`src/rtl/wb_result_arbiter_if.sv`:
```
// Bundle of the execution-unit request side and the writeback output stage
// of wb_result_arbiter; master = units/consumer, slave = arbiter.
interface wb_result_arbiter_if #(
  parameter int NUM_UNITS = 4,
  parameter int XLEN      = 32,
  parameter int ID_W      = 3
);
  localparam int SRC_W = (NUM_UNITS > 1) ? $clog2(NUM_UNITS) : 1;

  logic [NUM_UNITS-1:0]           unit_done;
  logic [NUM_UNITS-1:0][XLEN-1:0] unit_rd;
  logic [NUM_UNITS-1:0][ID_W-1:0] unit_id;
  logic [NUM_UNITS-1:0]           unit_accepted;
  logic                           wb_valid;
  logic [XLEN-1:0]                wb_rd;
  logic [ID_W-1:0]                wb_id;
  logic [SRC_W-1:0]               wb_src;
  logic                           wb_ready;

  modport master (
    output unit_done, unit_rd, unit_id, wb_ready,
    input  unit_accepted, wb_valid, wb_rd, wb_id, wb_src
  );

  modport slave (
    input  unit_done, unit_rd, unit_id, wb_ready,
    output unit_accepted, wb_valid, wb_rd, wb_id, wb_src
  );
endinterface

```
`src/rtl/wb_result_arbiter.sv`:
```
// Writeback arbiter: one grant per cycle into a single-entry output stage.
// Define WB_ROUND_ROBIN_EN for round-robin selection; default is fixed priority.
module wb_result_arbiter #(
  parameter int NUM_UNITS = 4,
  parameter int XLEN      = 32,
  parameter int ID_W      = 3
) (
  input  logic                clk,
  input  logic                rst,
  wb_result_arbiter_if.slave  bus
);
  localparam int SRC_W = (NUM_UNITS > 1) ? $clog2(NUM_UNITS) : 1;

  logic             free;
  logic             found;
  logic             grant;
  logic [SRC_W-1:0] grant_idx;
  logic [SRC_W-1:0] cand;
  logic [NUM_UNITS-1:0] acc_vec;

  logic             valid_q;
  logic [XLEN-1:0]  rd_q;
  logic [ID_W-1:0]  id_q;
  logic [SRC_W-1:0] src_q;

  logic [15:0] accept_count [NUM_UNITS];

`ifdef WB_ROUND_ROBIN_EN
  logic [SRC_W-1:0] rr_ptr;
`endif

  // Pick the winner among requesting units; only meaningful when free.
  always_comb begin
    free      = ~valid_q | bus.wb_ready;
    found     = 1'b0;
    grant_idx = '0;
    cand      = '0;
    for (int i = 0; i < NUM_UNITS; i++) begin
`ifdef WB_ROUND_ROBIN_EN
      cand = SRC_W'((int'(rr_ptr) + i) % NUM_UNITS);
`else
      cand = SRC_W'(i);
`endif
      if (!found && bus.unit_done[cand]) begin
        found     = 1'b1;
        grant_idx = cand;
      end
    end
    grant = free & found;
  end

  // The grant pulse is suppressed while reset is held so no unit retires a lost result.
  always_comb begin
    acc_vec = '0;
    for (int i = 0; i < NUM_UNITS; i++) begin
      acc_vec[i] = grant && rst && (grant_idx == SRC_W'(i));
    end
  end

  always_ff @(posedge clk or negedge rst) begin
    if (!rst) begin
      valid_q <= 1'b0;
      rd_q    <= '0;
      id_q    <= '0;
      src_q   <= '0;
    end else if (grant) begin
      valid_q <= 1'b1;
      rd_q    <= bus.unit_rd[grant_idx];
      id_q    <= bus.unit_id[grant_idx];
      src_q   <= grant_idx;
    end else if (bus.wb_ready) begin
      valid_q <= 1'b0;
    end
  end

  always_ff @(posedge clk or negedge rst) begin
    if (!rst) begin
      for (int i = 0; i < NUM_UNITS; i++) accept_count[i] <= '0;
    end else begin
      for (int i = 0; i < NUM_UNITS; i++) begin
        if (grant && (grant_idx == SRC_W'(i)) && (accept_count[i] != 16'hFFFF)) begin
          accept_count[i] <= accept_count[i] + 16'd1;
        end
      end
    end
  end

`ifdef WB_ROUND_ROBIN_EN
  always_ff @(posedge clk or negedge rst) begin
    if (!rst) begin
      rr_ptr <= '0;
    end else if (grant) begin
      rr_ptr <= (int'(grant_idx) == NUM_UNITS - 1) ? '0 : grant_idx + SRC_W'(1);
    end
  end
`endif

  assign bus.unit_accepted = acc_vec;
  assign bus.wb_valid      = valid_q;
  assign bus.wb_rd         = rd_q;
  assign bus.wb_id         = id_q;
  assign bus.wb_src        = src_q;
endmodule

```
`src/flat_wrapper.sv`:
```
// flat-port wrapper written by rule: the top's interface ports become plain ports
module wb_result_arbiter_flat 
#(
  parameter int NUM_UNITS = 4,
  parameter int XLEN      = 32,
  parameter int ID_W      = 3
)
  (clk, rst, bus_unit_done, bus_unit_rd, bus_unit_id, bus_wb_ready, bus_unit_accepted, bus_wb_valid, bus_wb_rd, bus_wb_id, bus_wb_src);
  wb_result_arbiter_if #(.NUM_UNITS(NUM_UNITS), .XLEN(XLEN), .ID_W(ID_W)) bus_i ();
  input  logic clk;
  input  logic rst;
  input wire logic [$bits(bus_i.unit_done)-1:0] bus_unit_done;
  input wire logic [$bits(bus_i.unit_rd)-1:0] bus_unit_rd;
  input wire logic [$bits(bus_i.unit_id)-1:0] bus_unit_id;
  input wire logic [$bits(bus_i.wb_ready)-1:0] bus_wb_ready;
  output wire logic [$bits(bus_i.unit_accepted)-1:0] bus_unit_accepted;
  output wire logic [$bits(bus_i.wb_valid)-1:0] bus_wb_valid;
  output wire logic [$bits(bus_i.wb_rd)-1:0] bus_wb_rd;
  output wire logic [$bits(bus_i.wb_id)-1:0] bus_wb_id;
  output wire logic [$bits(bus_i.wb_src)-1:0] bus_wb_src;
  assign bus_i.unit_done = bus_unit_done;
  assign bus_i.unit_rd = bus_unit_rd;
  assign bus_i.unit_id = bus_unit_id;
  assign bus_i.wb_ready = bus_wb_ready;
  assign bus_unit_accepted = bus_i.unit_accepted;
  assign bus_wb_valid = bus_i.wb_valid;
  assign bus_wb_rd = bus_i.wb_rd;
  assign bus_wb_id = bus_i.wb_id;
  assign bus_wb_src = bus_i.wb_src;
  wb_result_arbiter #(.NUM_UNITS(NUM_UNITS), .XLEN(XLEN), .ID_W(ID_W)) u_core (.clk(clk), .rst(rst), .bus(bus_i));
endmodule
```
`config.mk`:
```
export PLATFORM = sky130hd
export DESIGN_NAME = wb_result_arbiter_flat
export DESIGN_NICKNAME = d
export VERILOG_FILES = /design/src/rtl/wb_result_arbiter_if.sv /design/src/rtl/wb_result_arbiter.sv /design/src/flat_wrapper.sv
export SDC_FILE = /design/constraint.sdc
export NUM_CORES = 1
export LEC_CHECK = 0
export ABC_CLOCK_PERIOD_IN_PS = 2460
export CAP_MARGIN = 30
export CORE_ASPECT_RATIO = 1.1
export CORE_MARGIN = 2
export CORE_UTILIZATION = 42
export CTS_BUF_LIST = sky130_fd_sc_hd__clkbuf_8 sky130_fd_sc_hd__clkbuf_16
export CTS_CLUSTER_SIZE = 28
export DETAILED_ROUTE_END_ITERATION = 10
export PLACE_DENSITY = 0.88
export SLEW_MARGIN = 20
export SYNTH_ARGS = -nofsm -noshare
export SYNTH_HDL_FRONTEND = slang
export SYNTH_SLANG_ARGS = --single-unit
```
`constraint.sdc`:
```
create_clock -name clk -period 2.46 [get_ports clk]
set_clock_uncertainty 0.15 [all_clocks]
set_input_delay 0.492 -clock clk [delete_from_list [all_inputs] [get_ports clk]]
set_output_delay 0.492 -clock clk [all_outputs]
set_load 0.05 [all_outputs]
```
### After elaboration in Yosys (flattened, before gate mapping)

Index checks and enable logic that the tools add are counted.

| storage, ports and cells | value |
|---|---|
| register bits | 38 |
| input bits | 147 |
| output and inout port bits | 42 |
| logic and storage cells | 37 |

| operators by class | value |
|---|---|
| magnitude comparators | 1 |
| eq/ne operators | 3 |
| mux-type cells | 13 |
| bitwise operators | 3 |
| reductions and logical operators | 13 |

Operators with widths:

| kind | count |
|---|---|
| $bmux 32 s2 | 1 |
| $mux 32 | 1 |
| $logic_and 1x1->1 | 8 |
| $mux 1 | 7 |
| $bmux 3 s2 | 1 |
| $eq 2x2->1 const B | 2 |
| $mux 2 | 2 |
| $logic_not 1->1 | 3 |
| $lt 2x3->1 const B | 1 |
| $mux 3 | 1 |
| $eq 2x1->1 const B | 1 |
| $logic_not 2->1 | 1 |
| $reduce_bool 2->1 | 1 |
| $and 1x1->1 | 1 |
| $not 1->1 | 1 |
| $or 1x1->1 | 1 |

### Depth between registers and ports, before layout

Gate-level depths: netlist of the first run.

| logic depth | value |
|---|---|
| depth after elaboration | 13 |
| gate-level depth with buffers | 7 |
| depth with buffers taken out | 3 |

### Worst setup path after synthesis of the first run

Ideal clock, no wire load.

| timing | value |
|---|---|
| path kind | register to output |
| start point | reg u_core.valid_q, in the netlist u_core.bus.wb_valid |
| end point | out bus_unit_accepted[3] |
| data arrival time | 2.477 ns |
| data required time | 1.818 ns |
| setup slack | -0.659 ns |
| stages on the path, launching flop included | 6 |
| buffers on the path | 2 |
| cells stage by stage | dfrtp_1 > nand2b_1 > clkbuf_1 > clkbuf_1 > nand3_1 > nor3b_1 |

| on the way | value |
|---|---|
| cells in the longest elaborated chain, start to end | 5 |

RTL lines:

| element | line | source |
|---|---|---|
| start: declaration | wb_result_arbiter.sv:21 | `logic valid_q;` |
| start signal: assignment | wb_result_arbiter.sv:62 | `valid_q <= 1'b0;` |
| start signal: assignment | wb_result_arbiter.sv:67 | `valid_q <= 1'b1;` |
| start signal: assignment | wb_result_arbiter.sv:72 | `valid_q <= 1'b0;` |
| $not 1->1 | wb_result_arbiter.sv:34 | `free = ~valid_q \| bus.wb_ready;` |
| $or 1x1->1 | wb_result_arbiter.sv:34 |  |
| $and 1x1->1 | wb_result_arbiter.sv:49 | `grant = free & found;` |
| $logic_and 1x1->1 (2 in series) | wb_result_arbiter.sv:56 | `acc_vec[i] = grant && rst && (grant_idx == SRC_W'(i));` |
| end: declaration | flat_wrapper.sv:16 | `output wire logic [$bits(bus_i.unit_accepted)-1:0] bus_unit_accepted;` |

Every way passes these cells.

### Worst setup path in the final report of the first run

| timing | value |
|---|---|
| start point | in bus_wb_ready |
| end point | out bus_unit_accepted[3] |

| on the way | value |
|---|---|
| cells in the longest elaborated chain, start to end | 4 |

RTL lines:

| element | line | source |
|---|---|---|
| start: declaration | flat_wrapper.sv:15 | `input wire logic [$bits(bus_i.wb_ready)-1:0] bus_wb_ready;` |
| $or 1x1->1 | wb_result_arbiter.sv:34 |  |
| $and 1x1->1 | wb_result_arbiter.sv:49 |  |
| $logic_and 1x1->1 (2 in series) | wb_result_arbiter.sv:56 |  |

Every way passes these cells.

==> results of run 1 <==
[repair_timing]
action / CTS / global route
hold endpoints to repair: 5 / 0
hold buffers: 1 / 0
gates resized for setup: 0 / 0
[where the power goes]
part | total (mW) | internal, mW | switching, mW | leakage [nW]
clock | 0.438 | 0.222 | 0.216 | 0.0524
sequential | 0.757 | 0.707 | 0.0499 | 0.417
combinational | 1.11 | 0.506 | 0.606 | 1.76
[area by class of cell]
| cell class | count | area, µm² |
|---|---|---|
| clock buffer | 6 | 82.6 |
| timing repair buffer | 202 | 2000 |
| sequential | 38 | 951 |
| inverter | 36 | 135 |
| multi-input combinational | 297 | 1970 |
| clock inverter | 2 | 8.76 |
| fill | 636 | 2190 |
| tap | 105 | 131 |
[stage by stage]
step | power (mW) | hold WS [ns] | utilization
finish | 2.31 | 0.167 | 0.707
detailed placement | 1.88 | 0.203 | 0.693
global placement | 1.86 | 0.207 | 0.693
floorplan | 1.38 | 0.0464 | -
global route | 2.42 | 0.214 | 0.707
CTS | 2.32 | 0.189 | 0.707
[metal layers]
metal / up-vias / part of all wire / global-route usage
met4: 0 / 0.016 / 0.0769
met1: 1778 / 0.38 / 0.292
met3: 14 / 0.094 / 0.0688
met5: - / 0 / 0
li1: 1838 / - / -
met2: 166 / 0.51 / 0.492
[worst max path at each step]
stage	startpoint	end	slack [ns]	depth (start not counted)
after floorplan	u_core.bus.wb_valid	bus_unit_accepted[3]	0.01	5
after global placement	bus_wb_ready	u_core.bus.wb_rd[16]	0.11	5
after detailed placement	bus_wb_ready	u_core.bus.wb_rd[9]	0.03	5
after CTS	bus_wb_ready	bus_unit_accepted[3]	0.16	5
after global routing	bus_wb_ready	bus_unit_accepted[3]	0.11	5
final	bus_wb_ready	bus_unit_accepted[3]	0.17	5
[layout by cell type, fill, tap and decap left out, drive strengths merged]
cell type      Yosys  layout
a21oi             71      71
a22o              35      35
a31oi             35      35
and2               1       1
and3               1       1
and3b             35      35
and4b              1       1
buf                6      22
clkbuf            42       6
clkdlybuf4s50      0     179
clkinv             0       1
dfrtp             38      38
dlygate4sd3        0       1
inv               36      37
nand2              1       1
nand2b             2       2
nand3              1       1
nand3b            35      35
nor2               4       4
nor2b             35      35
nor3b              1       1
o21a               1       1
o21ai             36      36
o221a              1       1
or4                1       1
[state kept, by name, summed over array words and instances (netlist names)]
name,flops
u_core.bus.wb_src,2
u_core.bus.wb_rd,32
u_core.bus.wb_id,3
u_core.bus.wb_valid,1
[cells by family after synthesis]
logic type,share of synthesized area
compound gates,0.331
flops,0.292
buf+inv,0.111
simple gates,0.266
==> metrics.txt, run 1 <==
# TYPE chip_impl_metric gauge
chip_impl_info{name="status",value="finished, final reports clean"} 1
chip_impl_info{name="cp_cell_sequence",value="clkdlybuf4s50_1 > nand2b_2 > nand3_1 > nor3b_4 > buf_12"} 1
chip_impl_metric{name="routed_wire_length_per_instance",unit="µm"} 16.5
chip_impl_info{name="grt_setup_unrepaired",value="no"} 1
chip_impl_metric{name="max_stage_delay",unit="ns"} 0.45
chip_impl_metric{name="cp_max_fo",unit=""} 4
chip_impl_metric{name="core_area",unit="µm²"} 7470
chip_impl_metric{name="critPathBufInv",unit=""} 2
chip_impl_info{name="synth_top_flop_cell",value="sky130_fd_sc_hd__dfrtp_1"} 1
chip_impl_metric{name="track_usage",unit=""} 0.264
chip_impl_metric{name="final_antenna_net_count",unit=""} 0
chip_impl_metric{name="final_cell_count_no_fill",unit=""} 686
chip_impl_info{name="cts-root-buf",value="sky130_fd_sc_hd__clkbuf_8"} 1
chip_impl_metric{name="vdd_drop_max",unit="mV"} 0.225
chip_impl_info{name="cts_tree",value="yes"} 1
chip_impl_metric{name="overflow",unit=""} 0
chip_impl_metric{name="die_width",unit="µm"} 88.0
chip_impl_metric{name="routed_wirelength",unit="mm"} 11.3
chip_impl_metric{name="postCtsSetupBuffers",unit=""} 0
chip_impl_metric{name="drt_drc_violations_left",unit=""} 0
chip_impl_metric{name="max_slew_margin",unit=""} 0.513
chip_impl_metric{name="netlist_instances",unit=""} 419
chip_impl_info{name="most_frequent_cell_after_synthesis",value="sky130_fd_sc_hd__a21oi_1"} 1
chip_impl_metric{name="cp.required",unit="ns"} 1.82
chip_impl_info{name="worst_path_max_delay_cell",value="sky130_fd_sc_hd__clkdlybuf4s50_1"} 1
chip_impl_info{name="timing.rr.start",value="u_core.bus.wb_valid"} 1
chip_impl_metric{name="actual_slew_at_the_worst_max_slew_pin",unit="ns"} 0.730
chip_impl_metric{name="port_buffers",unit=""} 188
chip_impl_metric{name="synth_warnings",unit=""} 0
chip_impl_metric{name="antenna_found_initial",unit=""} 0
chip_impl_metric{name="count_of_h_tree_levels_built_during_cts",unit=""} 2
chip_impl_info{name="yosys-top-cells-count",value="sky130_fd_sc_hd__a21oi_1 (71), sky130_fd_sc_hd__clkbuf_1 (42), sky130_fd_sc_hd__dfrtp_1 (38)"} 1
chip_impl_metric{name="ios",unit=""} 189
chip_impl_info{name="critPathTopFamily",value="buffers and inverters"} 1
chip_impl_info{name="synth_area_leaders",value="sky130_fd_sc_hd__dfrtp_1 (29%), sky130_fd_sc_hd__a21oi_1 (11%), sky130_fd_sc_hd__a22o_1 (9.4%)"} 1
chip_impl_metric{name="layout-drive-gt1-share",unit=""} 0.0620
chip_impl_metric{name="die_y",unit="µm"} 96.4
chip_impl_metric{name="first_global_vias",unit=""} 3690
chip_impl_info{name="setup_crit_end_kind",value="output port"} 1
chip_impl_info{name="r2r_end",value="u_core.bus.wb_rd[13]"} 1
chip_impl_metric{name="drt_pre_antenna_iters",unit=""} 4
chip_impl_metric{name="numPlacedInstances",unit=""} 677
chip_impl_info{name="worstSetupPathType",value="input pin to output port"} 1
chip_impl_metric{name="cts.sink_count",unit=""} 38
chip_impl_metric{name="power.density",unit="nW/µm²"} 437
chip_impl_metric{name="worstSkewPairLatency",unit="ns"} 0.29
chip_impl_metric{name="power.leakage",unit="nW"} 2.23
chip_impl_metric{name="detailed_place.area",unit="µm²"} 5180
chip_impl_metric{name="reg2reg_setup_slack",unit="ns"} 0.61
chip_impl_metric{name="post_synth.cell_area_avg",unit="µm²"} 7.78
chip_impl_metric{name="pre_cts_ws",unit="ns"} 0.0349
chip_impl_metric{name="effective_utilization_at_floorplan",unit=""} 0.436
chip_impl_metric{name="final-setup-viol-count",unit=""} 0
chip_impl_metric{name="design.final.nets",unit=""} 727
chip_impl_metric{name="gpl.final_weighted_congestion",unit=""} 0.796
chip_impl_metric{name="timing_hold_violations_final",unit=""} 0
chip_impl_metric{name="area.growth.synth_to_final",unit="%"} 62.0
chip_impl_metric{name="avgViaCountPerCell",unit=""} 5.53
chip_impl_metric{name="synthDistinctLibCells",unit=""} 22
chip_impl_metric{name="layout.cell_area.non_filler",unit="µm²"} 5280
chip_impl_metric{name="die_area",unit="µm²"} 8480
chip_impl_info{name="class_of_the_most_critical_hold_timing_path",value="input pin to asynchronous set/reset pin"} 1
chip_impl_metric{name="maxClockFrequency",unit="GHz"} 0.437
chip_impl_metric{name="cp_data_arrival_time",unit="ns"} 1.65
chip_impl_metric{name="clk_pin_slew_worst_paths",unit="ns"} 0.07
chip_impl_metric{name="maximum_number_of_pins_on_one_net_before_global_route_repair",unit=""} 85
chip_impl_metric{name="drv_cap",unit=""} 0
chip_impl_metric{name="period_minus_slack",unit="ns"} 2.29
chip_impl_metric{name="cts-buffers-inserted",unit=""} 5
chip_impl_metric{name="syn_area",unit="µm²"} 3260
chip_impl_metric{name="yosys_register_bits",unit=""} 38
chip_impl_info{name="synth.largest_area_cell",value="sky130_fd_sc_hd__dfrtp_1"} 1
chip_impl_metric{name="synth_top_cell_area_share",unit=""} 0.292
chip_impl_metric{name="dr_total_vias",unit=""} 3796
chip_impl_metric{name="detail_route.iter0.violations",unit=""} 145
chip_impl_metric{name="final_max_slew_viol_count",unit=""} 0
chip_impl_metric{name="rows",unit=""} 33
chip_impl_metric{name="grt_pass1_wl",unit="mm"} 17.5
chip_impl_info{name="setup.worst_path.start_class",value="input pin"} 1
chip_impl_metric{name="post-route-worst-setup-slack",unit="ns"} 0.172
chip_impl_metric{name="ys_async_rst_share",unit=""} 1.00
chip_impl_metric{name="syn-num-nets",unit=""} 566
chip_impl_metric{name="dp_hpwl",unit="mm"} 8.33
chip_impl_metric{name="antenna_cells",unit=""} 0
chip_impl_metric{name="synth-edff-count",unit=""} 0
chip_impl_metric{name="cts_buffer_depth",unit=""} 2
chip_impl_metric{name="synth.yosys.seq_area_share",unit=""} 0.292
chip_impl_metric{name="fin_crit_sh",unit=""} 0.930
chip_impl_metric{name="worst_r2r_path_depth",unit=""} 4
chip_impl_metric{name="setup_tns",unit="ns"} 0
Note: power is estimated with default switching activity, not from simulation.
==> run 2, diff against run 1 <==
--- a/config.mk
+++ b/config.mk
@@ -5,7 +5,7 @@
 export SDC_FILE = /design/constraint.sdc
 export NUM_CORES = 1
 export LEC_CHECK = 0
-export ABC_CLOCK_PERIOD_IN_PS = 2460
+export ABC_CLOCK_PERIOD_IN_PS = 2800
 export CAP_MARGIN = 30
 export CORE_ASPECT_RATIO = 1.1
 export CORE_MARGIN = 2
==> constraint.sdc (replaced) <==
create_clock -name clk -period 2.8 [get_ports clk]
set_clock_uncertainty 0.15 [all_clocks]
set_input_delay 0.56 -clock clk [delete_from_list [all_inputs] [get_ports clk]]
set_output_delay 0.56 -clock clk [all_outputs]
set_load 0.05 [all_outputs]
==> metrics.txt, run 2 (same netlist as run 1, synthesis figures left out) <==
# TYPE chip_impl_metric gauge
chip_impl_info{name="status",value="finished, final reports clean"} 1
chip_impl_metric{name="routed_wire_length_per_instance",unit="µm"} 16.0
chip_impl_info{name="grt_setup_unrepaired",value="no"} 1
chip_impl_metric{name="cp_data_arrival_time",unit="ns"} 1.73
chip_impl_metric{name="core_area",unit="µm²"} 7470
chip_impl_metric{name="whs",unit="ns"} 0.133
chip_impl_metric{name="drt_drc_violations_left",unit=""} 0
chip_impl_metric{name="gpl.final_weighted_congestion",unit=""} 0.850
chip_impl_info{name="setup.worst_path.start_class",value="input pin"} 1
chip_impl_metric{name="cts_buffer_depth",unit=""} 2
chip_impl_metric{name="postCtsSetupBuffers",unit=""} 0
chip_impl_metric{name="routed_wirelength",unit="mm"} 10.9
chip_impl_metric{name="final_antenna_net_count",unit=""} 0
chip_impl_metric{name="power.density",unit="nW/µm²"} 382
chip_impl_metric{name="cts-buffers-inserted",unit=""} 5
chip_impl_info{name="worst_path_max_delay_cell",value="sky130_fd_sc_hd__clkdlybuf4s50_1"} 1
chip_impl_info{name="cts-root-buf",value="sky130_fd_sc_hd__clkbuf_8"} 1
chip_impl_metric{name="cts.sink_count",unit=""} 38
chip_impl_metric{name="postCtsResizedCells",unit=""} 0
chip_impl_metric{name="ios",unit=""} 189
chip_impl_metric{name="actual_slew_at_the_worst_max_slew_pin",unit="ns"} 0.547
chip_impl_metric{name="maximum_number_of_pins_on_one_net_before_global_route_repair",unit=""} 59
chip_impl_metric{name="holdBufCountCts",unit=""} 0
chip_impl_metric{name="met3_wirelength",unit="µm"} 657
chip_impl_metric{name="final_cell_count_no_fill",unit=""} 683
chip_impl_metric{name="dp_hpwl",unit="mm"} 8.16
chip_impl_metric{name="effective_utilization_at_floorplan",unit=""} 0.436
chip_impl_metric{name="die_y",unit="µm"} 96.4
chip_impl_metric{name="die_width",unit="µm"} 88.0
chip_impl_info{name="setup_crit_end_kind",value="output port"} 1
chip_impl_metric{name="worstSkewPairLatency",unit="ns"} 0.28
chip_impl_metric{name="cp.required",unit="ns"} 2.09
chip_impl_metric{name="drv_cap",unit=""} 0
chip_impl_metric{name="max_slew_margin",unit=""} 0.635
chip_impl_metric{name="detail_route.iter0.violations",unit=""} 127
chip_impl_metric{name="layout-drive-gt1-share",unit=""} 0.0571
chip_impl_metric{name="final-setup-viol-count",unit=""} 0
chip_impl_metric{name="period_minus_slack",unit="ns"} 2.44
chip_impl_metric{name="largest_register_ffs",unit=""} 32
chip_impl_metric{name="overflow",unit=""} 0
chip_impl_metric{name="power.leakage",unit="nW"} 2.21
chip_impl_metric{name="antenna_cells",unit=""} 0
chip_impl_metric{name="cp_max_fo",unit=""} 5
chip_impl_metric{name="dr_total_vias",unit=""} 3791
chip_impl_metric{name="wl_met2",unit="mm"} 5.82
chip_impl_metric{name="antenna_found_initial",unit=""} 0
chip_impl_metric{name="avgViaCountPerCell",unit=""} 5.55
chip_impl_metric{name="track_usage",unit=""} 0.254
chip_impl_info{name="layout_commonest_cell",value="sky130_fd_sc_hd__clkdlybuf4s50_1"} 1
chip_impl_metric{name="fin_crit_sh",unit=""} 0.870
chip_impl_metric{name="final_max_slew_viol_count",unit=""} 0
chip_impl_metric{name="max_stage_delay",unit="ns"} 0.44
chip_impl_info{name="worstSetupPathType",value="input pin to output port"} 1
chip_impl_info{name="cp_cell_sequence",value="clkdlybuf4s50_1 > nand2b_2 > nand3_1 > nor3b_2 > buf_12"} 1
chip_impl_metric{name="first_global_vias",unit=""} 3607
chip_impl_metric{name="vdd_drop_max",unit="mV"} 0.176
chip_impl_metric{name="design.final.nets",unit=""} 726
chip_impl_metric{name="timing_hold_violations_final",unit=""} 0
chip_impl_info{name="layout_common_cells",value="sky130_fd_sc_hd__clkdlybuf4s50_1 (180), sky130_fd_sc_hd__a21oi_1 (71), sky130_fd_sc_hd__dfrtp_1 (38), sky130_fd_sc_hd__inv_1 (36), sky130_fd_sc_hd__o21ai_0 (36)"} 1
chip_impl_metric{name="rows",unit=""} 33
chip_impl_metric{name="numPlacedInstances",unit=""} 677
chip_impl_metric{name="m1WireLength",unit="mm"} 4.20
chip_impl_metric{name="clk_pin_slew_worst_paths",unit="ns"} 0.07
chip_impl_metric{name="maxClockFrequency",unit="GHz"} 0.410
chip_impl_metric{name="area.growth.synth_to_final",unit="%"} 61.3
chip_impl_metric{name="drt_pre_antenna_iters",unit=""} 4
chip_impl_metric{name="die_area",unit="µm²"} 8480
chip_impl_metric{name="count_of_h_tree_levels_built_during_cts",unit=""} 2
chip_impl_metric{name="port_buffers",unit=""} 188
chip_impl_metric{name="grt_pass1_wl",unit="mm"} 17.1
chip_impl_metric{name="setup_tns",unit="ns"} 0
chip_impl_info{name="routed.top_layer",value="met4"} 1
chip_impl_info{name="cts_tree",value="yes"} 1
chip_impl_info{name="class_of_the_most_critical_hold_timing_path",value="input pin to asynchronous set/reset pin"} 1
[run 2: cell types whose count changed in the layout (fill, tap and decap cells not counted), sizes merged]
cell,change
clkdlybuf4s50,+1
inv,-1
dlygate4sd3,-1
buf,-1
clkinv,-1
[run 2: where the power goes]
| group | internal, mW | total (mW) | switching [mW] | leakage (nW) |
|---|---|---|---|---|
| sequential | 0.622 | 0.663 | 0.0414 | 0.417 |
| clock | 0.190 | 0.373 | 0.183 | 0.0431 |
| combinational | 0.444 | 0.974 | 0.530 | 1.75 |
[run 2: layout make-up]
type,count,area (µm²)
Inverter,36,135
Clock buffer,6,82.6
Multi-Input combinational cell,297,1960
Timing Repair Buffer,201,2000
Fill cell,597,2220
Sequential cell,38,951
Tap cell,105,131
[run 2: per-stage QoR]
| stage | worst slack, ns | total power, mW | instance area, µm² | util |
|---|---|---|---|---|
| 5_1_grt | 0.286 | 2.11 | 5260 | 0.703 |
| 3_3_place_gp | 0.338 | 1.63 | 5170 | 0.692 |
| 2_1_floorplan | 0.0900 | 1.21 | 3260 | - |
| 6_report | 0.363 | 2.01 | 5260 | 0.703 |
| 3_5_place_dp | 0.288 | 1.65 | 5170 | 0.692 |
| 4_1_cts | 0.352 | 2.02 | 5260 | 0.703 |
[run 2: critical path, delay by kind of cell]
family        cells  cell delay, ns
buf+inv           2            0.61
simple gates      3            0.55
[run 2: worst paths after layout]
kind                       cells past startpoint              endpoint                 start  slack, ns
setup / recovery                               5  bus_unit_accepted[3]          bus_wb_ready       0.36
hold / removal                                 2   u_core.bus.wb_valid                   rst       0.13
setup reg to reg                               4  u_core.bus.wb_rd[12]   u_core.bus.wb_valid       1.07
hold reg to reg                                1  u_core.bus.wb_src[1]  u_core.bus.wb_src[1]       0.35
max in group asynchronous                      2  u_core.bus.wb_rd[23]                   rst       2.14
min in group clk                               1  u_core.bus.wb_src[1]  u_core.bus.wb_src[1]       0.35
[run 2: layer usage]
metal,vias to the layer above,GRT usage
met2,150,0.479
met3,21,0.0476
met1,1788,0.282
met4,0,0.0936
met5,-,0
li1,1832,-
==> run 3, diff against run 2 <==
--- a/config.mk
+++ b/config.mk
@@ -9,11 +9,11 @@
 export CAP_MARGIN = 30
 export CORE_ASPECT_RATIO = 1.1
 export CORE_MARGIN = 2
-export CORE_UTILIZATION = 42
+export CORE_UTILIZATION = 36
 export CTS_BUF_LIST = sky130_fd_sc_hd__clkbuf_8 sky130_fd_sc_hd__clkbuf_16
 export CTS_CLUSTER_SIZE = 28
 export DETAILED_ROUTE_END_ITERATION = 10
-export PLACE_DENSITY = 0.88
+export PLACE_DENSITY = 0.82
 export SLEW_MARGIN = 20
 export SYNTH_ARGS = -nofsm -noshare
 export SYNTH_HDL_FRONTEND = slang
==> metrics.txt, run 3 (same netlist as run 1, synthesis figures left out) <==
# TYPE chip_impl_metric gauge
chip_impl_metric{name="ios",unit=""} 189
chip_impl_metric{name="power.leakage",unit="nW"} 2.21
chip_impl_metric{name="antenna_cells",unit=""} 0
chip_impl_info{name="whs_endpoint",value="u_core.bus.wb_src[1]"} 1
chip_impl_metric{name="grt_pass1_wl",unit="mm"} 17.6
chip_impl_metric{name="antenna_found_initial",unit=""} 0
chip_impl_metric{name="final-setup-viol-count",unit=""} 0
chip_impl_metric{name="detail_route.iter0.violations",unit=""} 116
chip_impl_metric{name="first_global_vias",unit=""} 3808
chip_impl_metric{name="track_usage",unit=""} 0.220
chip_impl_metric{name="die_width",unit="µm"} 94.7
chip_impl_metric{name="drt_drc_violations_left",unit=""} 0
chip_impl_metric{name="postCtsSetupBuffers",unit=""} 0
chip_impl_metric{name="hold_path_depth",unit=""} 1
chip_impl_metric{name="worst_r2r_path_depth",unit=""} 4
chip_impl_metric{name="cp.required",unit="ns"} 2.09
chip_impl_metric{name="final_antenna_net_count",unit=""} 0
chip_impl_metric{name="vdd_drop_max",unit="mV"} 0.180
chip_impl_metric{name="die_y",unit="µm"} 104
chip_impl_info{name="hp-start",value="u_core.bus.wb_src[1]"} 1
chip_impl_metric{name="area.growth.synth_to_final",unit="%"} 61.2
chip_impl_metric{name="avgViaCountPerCell",unit=""} 5.38
chip_impl_metric{name="design.final.nets",unit=""} 725
chip_impl_metric{name="period_minus_slack",unit="ns"} 2.58
chip_impl_info{name="worstSetupPathType",value="input pin to output port"} 1
chip_impl_metric{name="count_of_h_tree_levels_built_during_cts",unit=""} 2
chip_impl_metric{name="timing_hold_violations_final",unit=""} 0
chip_impl_metric{name="power.density",unit="nW/µm²"} 376
chip_impl_info{name="r2r_end",value="u_core.bus.wb_rd[24]"} 1
chip_impl_metric{name="effective_utilization_at_floorplan",unit=""} 0.369
chip_impl_info{name="grt_setup_unrepaired",value="no"} 1
chip_impl_info{name="cts-root-buf",value="sky130_fd_sc_hd__clkbuf_8"} 1
chip_impl_metric{name="fin_crit_sh",unit=""} 0.923
chip_impl_metric{name="core_area",unit="µm²"} 8830
chip_impl_metric{name="routed_wire_length_per_instance",unit="µm"} 15.9
chip_impl_info{name="layout_commonest_cell",value="sky130_fd_sc_hd__clkdlybuf4s50_1"} 1
chip_impl_metric{name="cp_max_fo",unit=""} 8
chip_impl_metric{name="routed_wirelength",unit="mm"} 11.0
chip_impl_metric{name="die_area",unit="µm²"} 9830
chip_impl_metric{name="actual_slew_at_the_worst_max_slew_pin",unit="ns"} 0.551
chip_impl_metric{name="final.fill_count",unit=""} 814
chip_impl_metric{name="maxClockFrequency",unit="GHz"} 0.387
chip_impl_info{name="setup_crit_end_kind",value="output port"} 1
chip_impl_metric{name="cts-buffers-inserted",unit=""} 5
chip_impl_metric{name="maximum_number_of_pins_on_one_net_before_global_route_repair",unit=""} 61
chip_impl_metric{name="clk_pin_slew_worst_paths",unit="ns"} 0.07
chip_impl_metric{name="drt_pre_antenna_iters",unit=""} 4
chip_impl_metric{name="max_slew_margin",unit=""} 0.631
chip_impl_metric{name="overflow",unit=""} 0
chip_impl_metric{name="largest_register_ffs",unit=""} 32
chip_impl_metric{name="reg2reg_setup_slack",unit="ns"} 0.94
chip_impl_metric{name="rows",unit=""} 36
chip_impl_info{name="setup.worst_path.start_class",value="input pin"} 1
chip_impl_metric{name="whs",unit="ns"} 0.349
chip_impl_metric{name="dp_hpwl",unit="mm"} 8.04
chip_impl_metric{name="layout-drive-gt1-share",unit=""} 0.0536
chip_impl_metric{name="seq_area",unit="µm²"} 951
chip_impl_metric{name="dr_total_vias",unit=""} 3723
chip_impl_metric{name="cp_data_arrival_time",unit="ns"} 1.87
chip_impl_metric{name="final_max_slew_viol_count",unit=""} 0
chip_impl_info{name="class_of_the_most_critical_hold_timing_path",value="flip-flop to flip-flop"} 1
chip_impl_info{name="timing.rr.start",value="u_core.bus.wb_valid"} 1
chip_impl_info{name="status",value="finished, final reports clean"} 1
chip_impl_metric{name="drv_cap",unit=""} 0
chip_impl_metric{name="cts.sink_count",unit=""} 38
chip_impl_info{name="layout_common_cells",value="sky130_fd_sc_hd__clkdlybuf4s50_1 (179), sky130_fd_sc_hd__a21oi_1 (71), sky130_fd_sc_hd__inv_1 (38), sky130_fd_sc_hd__dfrtp_1 (38), sky130_fd_sc_hd__o21ai_0 (36)"} 1
chip_impl_metric{name="worstSkewPairLatency",unit="ns"} 0.28
chip_impl_metric{name="port_buffers",unit=""} 188
chip_impl_metric{name="gpl.final_weighted_congestion",unit=""} 0.783
chip_impl_info{name="cts_tree",value="yes"} 1
chip_impl_metric{name="setup_tns",unit="ns"} 0
chip_impl_metric{name="cts_buffer_depth",unit=""} 2
chip_impl_metric{name="multiInputGateArea",unit="µm²"} 1960
## run 3: cell count changes in the layout (fill, tap and decap cells not counted)
cell / previous run / this run
sky130_fd_sc_hd__buf_4: 13 / 11
sky130_fd_sc_hd__inv_1: 36 / 38
sky130_fd_sc_hd__buf_2: 4 / 5
sky130_fd_sc_hd__clkbuf_8: 6 / 5
sky130_fd_sc_hd__clkdlybuf4s50_1: 180 / 179
sky130_fd_sc_hd__dlygate4sd3_1: 0 / 1
## run 3: metrics by stage
step            util  power, mW  std cells  area, µm²  setup WS [ns]
2_1_floorplan      -       1.21        419       3260         0.0900
3_3_place_gp   0.585       1.63        684       5170          0.359
3_5_place_dp   0.585       1.64        684       5170          0.310
4_1_cts        0.595       2.00        692       5250          0.188
5_1_grt        0.595       2.09        692       5250          0.154
6_report       0.595       1.98        692       5250          0.216
## run 3: cell type report
| class | count | share of cell area |
|---|---|---|
| repair buffers | 200 | 0.379 |
| flip-flops and latches | 38 | 0.181 |
| inverters | 36 | 0.0257 |
| clock buffers | 5 | 0.0131 |
| clock inverters | 2 | 0.00143 |
| well taps | 114 | 0.0272 |
| multi-input cells | 297 | 0.373 |
## run 3: how the worst max path moves through the flow
stage / from / end / slack, ns / depth (start not counted)
floorplan: u_core.bus.wb_valid / bus_unit_accepted[3] / 0.09 / 5
global placement: bus_wb_ready / u_core.bus.wb_rd[11] / 0.36 / 5
detailed placement: bus_wb_ready / u_core.bus.wb_rd[24] / 0.31 / 5
CTS: rst / bus_unit_accepted[3] / 0.19 / 5
global route: rst / bus_unit_accepted[3] / 0.15 / 5
finish: rst / bus_unit_accepted[3] / 0.22 / 5
## run 3: what timing repair did
action | in CTS | in global routing
endpoints found under the hold margin | 4 | 0
hold buffers | 1 | 0
gates resized for setup | 0 | 0
## run 3: where the power goes
| part | internal (mW) | leakage [nW] | switching (mW) | total, mW |
|---|---|---|---|---|
| clock | 0.164 | 0.0466 | 0.179 | 0.343 |
| combinational | 0.442 | 1.75 | 0.529 | 0.971 |
| sequential | 0.622 | 0.417 | 0.0418 | 0.664 |
## run 3: layer usage
metal	track usage	wire [µm]
met1	0.246	4380
met4	0.0787	301
met2	0.409	5700
met5	0	0
met3	0.0356	608
## run 3: worst max-delay path, cell delays in order
cell and delay [ns]:
sky130_fd_sc_hd__dlygate4sd3_1 0.52, sky130_fd_sc_hd__buf_2 0.22, sky130_fd_sc_hd__nand3_1 0.14, sky130_fd_sc_hd__nor3b_2 0.25
sky130_fd_sc_hd__buf_12 0.17
